## config.mk

```make
export PLATFORM = sky130hd
export DESIGN_NAME = et_scan
export DESIGN_NICKNAME = d
export VERILOG_FILES = /design/src/rtl/et_scan.sv
export SDC_FILE = /design/constraint.sdc
export NUM_CORES = 1
export LEC_CHECK = 0
export ABC_AREA = 1
export CAP_MARGIN = 25
export CORE_MARGIN = 5
export CORE_UTILIZATION = 56
export CTS_CLUSTER_DIAMETER = 120
export DETAILED_ROUTE_END_ITERATION = 8
export PLACE_DENSITY = 0.91
export SLEW_MARGIN = 10
export SYNTH_ARGS = -nofsm -noshare
export SYNTH_HDL_FRONTEND = slang
export SYNTH_SLANG_ARGS = --single-unit
```

## constraint.sdc

```tcl
create_clock -name clk -period 4.97 [get_ports clk]
set_input_delay 0.7455 -clock clk [delete_from_list [all_inputs] [get_ports clk]]
set_output_delay 0.7455 -clock clk [all_outputs]
set_load 0.01 [all_outputs]
```

## src/rtl/et_scan.sv

```systemverilog
// Scans entries 1..count of a particle store, accumulating total et and tracking
// the highest-et entry (first occurrence wins on ties).
module et_scan #(
    parameter int ADDR_W = 10,
    parameter int DATA_W = 10
) (
    input  logic                     clk,
    input  logic                     rst,
    input  logic                     start,
    input  logic [ADDR_W-1:0]        count,
    output logic                     rd_en,
    output logic [ADDR_W-1:0]        rd_index,
    input  logic [DATA_W-1:0]        rd_et,
    input  logic [DATA_W-1:0]        rd_eta,
    input  logic [DATA_W-1:0]        rd_phi,
    output logic                     busy,
    output logic                     done,
    output logic                     empty,
    output logic [DATA_W+ADDR_W-1:0] sum_et,
    output logic [DATA_W-1:0]        max_et,
    output logic [DATA_W-1:0]        max_eta,
    output logic [DATA_W-1:0]        max_phi,
    output logic [ADDR_W-1:0]        max_index
);

    typedef enum logic [1:0] {IDLE, ISSUE, DRAIN, DONE} state_t;

    state_t                    state_q, state_d;
    logic                      pend_q, pend_d;
    logic [ADDR_W-1:0]         count_q, count_d;
    logic [ADDR_W-1:0]         rd_index_q, rd_index_d;
    logic                      beat_q, beat_d;
    logic [ADDR_W-1:0]         beat_idx_q, beat_idx_d;
    logic [DATA_W+ADDR_W-1:0]  sum_q, sum_d;
    logic [DATA_W-1:0]         max_et_q, max_et_d;
    logic [DATA_W-1:0]         max_eta_q, max_eta_d;
    logic [DATA_W-1:0]         max_phi_q, max_phi_d;
    logic [ADDR_W-1:0]         max_index_q, max_index_d;
    logic                      empty_q, empty_d;
    logic                      accept;

    always_ff @(posedge clk or negedge rst) begin
        if (!rst) begin
            state_q <= IDLE;
        end else begin
            state_q <= state_d;
        end
    end

    // A sampled start is held for one cycle in pend_q before the scan begins.
    always_comb begin
        state_d = state_q;
        unique case (state_q)
            IDLE:    if (pend_q) state_d = (count_q == '0) ? DONE : ISSUE;
            ISSUE:   if (rd_index_q == count_q) state_d = DRAIN;
            DRAIN:   state_d = DONE;
            DONE:    state_d = IDLE;
            default: state_d = IDLE;
        endcase
    end

    always_comb begin
        rd_en = (state_q == ISSUE);
        busy  = (state_q != IDLE);
        done  = (state_q == DONE);
    end

    always_comb begin
        accept      = (state_q == IDLE) && !pend_q && start;
        pend_d      = accept;
        count_d     = accept ? count : count_q;
        rd_index_d  = rd_index_q;
        if ((state_q == IDLE) && pend_q && (count_q != '0)) begin
            rd_index_d = ADDR_W'(1);
        end else if ((state_q == ISSUE) && (rd_index_q != count_q)) begin
            rd_index_d = rd_index_q + ADDR_W'(1);
        end
        beat_d      = rd_en;
        beat_idx_d  = rd_en ? rd_index_q : beat_idx_q;
        sum_d       = sum_q;
        max_et_d    = max_et_q;
        max_eta_d   = max_eta_q;
        max_phi_d   = max_phi_q;
        max_index_d = max_index_q;
        empty_d     = empty_q;
        if (accept) begin
            sum_d       = '0;
            max_et_d    = '0;
            max_eta_d   = '0;
            max_phi_d   = '0;
            max_index_d = '0;
            empty_d     = (count == '0);
        end else if (beat_q) begin
            sum_d = sum_q + {{ADDR_W{1'b0}}, rd_et};
            // Strict compare keeps the earliest index on ties.
            if (rd_et > max_et_q) begin
                max_et_d    = rd_et;
                max_eta_d   = rd_eta;
                max_phi_d   = rd_phi;
                max_index_d = beat_idx_q;
            end
        end
    end

    always_ff @(posedge clk or negedge rst) begin
        if (!rst) begin
            pend_q      <= 1'b0;
            count_q     <= '0;
            rd_index_q  <= '0;
            beat_q      <= 1'b0;
            beat_idx_q  <= '0;
            sum_q       <= '0;
            max_et_q    <= '0;
            max_eta_q   <= '0;
            max_phi_q   <= '0;
            max_index_q <= '0;
            empty_q     <= 1'b0;
        end else begin
            pend_q      <= pend_d;
            count_q     <= count_d;
            rd_index_q  <= rd_index_d;
            beat_q      <= beat_d;
            beat_idx_q  <= beat_idx_d;
            sum_q       <= sum_d;
            max_et_q    <= max_et_d;
            max_eta_q   <= max_eta_d;
            max_phi_q   <= max_phi_d;
            max_index_q <= max_index_d;
            empty_q     <= empty_d;
        end
    end

    assign rd_index  = rd_index_q;
    assign sum_et    = sum_q;
    assign max_et    = max_et_q;
    assign max_eta   = max_eta_q;
    assign max_phi   = max_phi_q;
    assign max_index = max_index_q;
    assign empty     = empty_q;

endmodule
```

==> metrics.md <==
| Metric | Value |
|---|---|
| Relative slew slack | `approximately 43%` |
| P_leak | `3.411 nW` |
| Nets | `approximately 850` |
| Setup TNS | `0 ns` |
| Register area share after synthesis | `a little over two fifths` |
| Drt via density | `approximately 5.5` |
| Critical Path AT | `between 3 and 4 ns` |
| Max stage delay on crit path | `approximately 0.85 ns` |
| Fraction of layout cells with a size suffix above 1 | `about a tenth` |
| Cells on worst reg2reg path | `9` |
| Vias in the first global route | `approximately 4.8k` |
| Achievable frequency | `slightly below 300 MHz` |
| Number of max-cap violations | `0` |
| Num ports | `between 100 and 150` |
| CP max stage cell | `nand2_4` |
| Post-synthesis instance area | `5572 sq um` |
| Cell accounting for the most synthesized area | `dfrtp_1` |
| Post-synth EDFFs | `0` |
| Final non-filler cell total | `between 900 and 1k` |
| PwrDens | `around 560 nW/um^2` |
| DRT iter0 DRCs | `around 360` |
| Synth top area cells | `dfrtp_1, nand2_1, nand3_2` |
| Core area | `approximately 10000 sq um` |
| R2R Path End | `max_eta[8]` |
| Initial Utilization | `a little under three fifths` |
| Synth warn | `0` |
| DRT Wirelength | `between 10000 and 15000 um` |
| Worst Setup End Kind | `flip-flop` |
| Drc violations | `0` |
| Largest net degree at the start of global routing | `65` |
| CTS tree | `yes` |
| Synth Register Bits | `95` |
| DR vias | `between 5k and 6k` |
| Clock tree sinks | `95` |
| Largest delay contributor family on the critical path | `simple AND/OR/NAND/NOR gates` |
| RSZ-0062 raised after global routing | `no` |
| Final antenna-violating net count | `0` |
| RR Startpoint | `max_et[5]` |
| Setup bufs post-CTS | `0` |
| Post-DP HPWL | `10140 um` |
| Worst-path fanout max | `about 40` |
| Crit path cell chain | `clkdlybuf4s50_1, ha_1, a21oi_1, o21ai_0, nand2_1, nand3_2, nand2_4, nand3_2, nand2_1` |
| IO Port Bufs | `roughly 120` |
| FFs w/ async S/R, synth | `100.0%` |
| R2R setup slack | `slightly above 2 ns` |
| Synth top area share | `42.67%` |
| Final Hold Fails | `0` |
| Mapped Avg Cell Area | `8.218 sq um` |
| Core Rows | `36` |
| Final estimated routing congestion in global placement | `between 0.8 and 0.9` |
| Syn Inst Count | `roughly 680` |
| Htree depth | `3` |
| Initial antenna violation count | `0` |
| Chip Width | `109.7 um` |
| Avg WL per Cell | `about 15 um` |
| CTS resizes | `0` |
| Worst-Margin Slew | `0.8558 ns` |
| Most used DFF post-synth | `dfrtp_1` |
| Worst Path Buf+Inv | `1` |
| GRT Total Usage | `between 20% and 30%` |
| Design Area, Final | `6965 sq um` |
| Mapped Nets | `748` |
| Status | `finished, final reports clean` |
| Clk root buf | `clkbuf_8` |
| Final period util | `68.00%` |
| TritonCTS Buffers | `9` |
| Overflow left after global routing | `0` |
| Die height | `approximately 110 um` |
| Critical Path RT | `5.27 ns` |
| Worst Setup Path Type | `in -> reg` |
| Diode count | `0` |
| Fill cells | `between 700 and 800` |
| Area of the multi-input gates | `~2700 sq um` |
| Clk Latency, worst-skew pair | `roughly 0.36 ns` |
| CTS Hold Bufs | `0` |
| Max VDD drop | `~0.00039 V` |
| Synthesis-to-finish area growth | `25.02%` |
| Seq. cell area | `roughly 2400 sq um` |
| Final slew viol count | `0` |
| HP Class | `in -> async` |
| Worst setup SP type | `primary input` |
| DR pass1 iterations | `6` |
| Synth unique cells | `36` |
| Core Util, Final | `a little under three quarters` |
| Post-place instance area | `6738 sq um` |
| Final setup vio count | `0` |
| Final min period | `between 3 and 4 ns` |
| First-pass GRT wire length | `23190 um` |
| Placed insts | `899` |
| Die ar. | `between 10000 and 15000 sq um` |
| Max Root-Sink Buffers | `2` |
| Clock slew at reported path FFs | `approximately 0.090 ns` |
| Worst Skew | `roughly 0.0091 ns` |
==> metal layers <==
layer	global-route usage (%)	vias to the layer above	part of all wire, %
li1	-	2440	-
met1	33.56	2402	44
met2	38.45	194	47
met3	3.934	23	7.0
met4	7.925	0	1.5
met5	0	-	0
==> placed cells by master, fill, tap and decap left out, drive strengths merged, types with 2 or more instances in the layout <==
cell,count
buf,4
dfrtp,95
nand3,82
mux2,3
clkbuf,10
inv,77
a21oi,24
nand2,186
nor3,4
nand4,53
bufinv,2
nor4,4
o21bai,3
o21ai,18
nor2,50
xor2,8
ha,26
xnor2,6
clkdlybuf4s50,115
clkinv,2
==> cell usage after synthesis, types with 3 or more instances <==
| master | n |
|---|---|
| clkbuf_1 | 6 |
| inv_2 | 4 |
| nand2_2 | 3 |
| dfrtp_1 | 95 |
| xor2_1 | 8 |
| a21oi_1 | 24 |
| buf_2 | 20 |
| nand2_1 | 182 |
| nand4_1 | 53 |
| inv_1 | 71 |
| o21bai_1 | 3 |
| o21ai_0 | 17 |
| nor3_1 | 4 |
| mux2_2 | 3 |
| nand3_2 | 44 |
| nand3_1 | 38 |
| buf_8 | 4 |
| ha_1 | 26 |
| nor4_1 | 4 |
| xnor2_1 | 6 |
| nor2_1 | 48 |
==> how the worst max path moves through the flow <==
stage / from / endpoint / depth (start not counted)
after global routing: rd_et[3] / max_eta[1] / 9
after detailed placement: rd_et[3] / max_eta[3] / 9
after global placement: rd_et[9] / max_et[1] / 10
after CTS: rd_et[1] / max_eta[3] / 9
final: rd_et[3] / max_eta[8] / 9
after floorplan: rd_et[0] / sum_et[12] / 11
==> state kept, by name, indices dropped and copies added (netlist names) <==
signal	cells
max_eta	10
beat_idx_q	10
empty	1
sum_et	20
pend_q	1
rd_index	10
max_index	10
state_q	2
beat_q	1
count_q	10
max_et	10
max_phi	10
==> power breakdown <==
| part | leakage [nW] | total (mW) | internal [mW] | switching [mW] |
|---|---|---|---|---|
| clock | 0.113 | 0.584 | 0.300 | 0.283 |
| combinational | 2.05 | 1.98 | 0.849 | 1.13 |
| sequential | 1.24 | 1.34 | 1.07 | 0.274 |
| total | 3.41 | 3.90 | 2.21 | 1.69 |
==> final cells by class <==
class,instances,share of cell area [%]
well taps,133,2.389
flip-flops and latches,95,34.13
clock inverters,6,1.293
inverters,76,4.096
multi-input cells,476,39.16
clock buffers,10,1.976
repair buffers,119,16.96
==> kinds of logic (layout without fill, tap and decap cells) <==
logic type      count (synthesis)  in the layout  synth area share (%)
flops                          95             95                 42.67
mux                             3              3                0.6063
buf+inv                       107            211                 8.601
simple gates                  382            382                 34.81
compound gates                 50             50                 4.918
xor+xnor                       14             14                 2.201
fa+ha+maj                      27             27                 6.198
==> per-stage QoR <==
stage | setup slack, ns | hold slack, ns | power, mW
finish | 1.590 | 0.4071 | 3.904
global route | 1.322 | 0.4544 | 4.217
CTS | 1.623 | 0.4217 | 3.921
detailed placement | 1.260 | 0.4668 | 3.335
global placement | 1.347 | 0.4715 | 3.230
floorplan | 2.933 | 0.4499 | 2.596
Power figures use the tool's default switching activity.
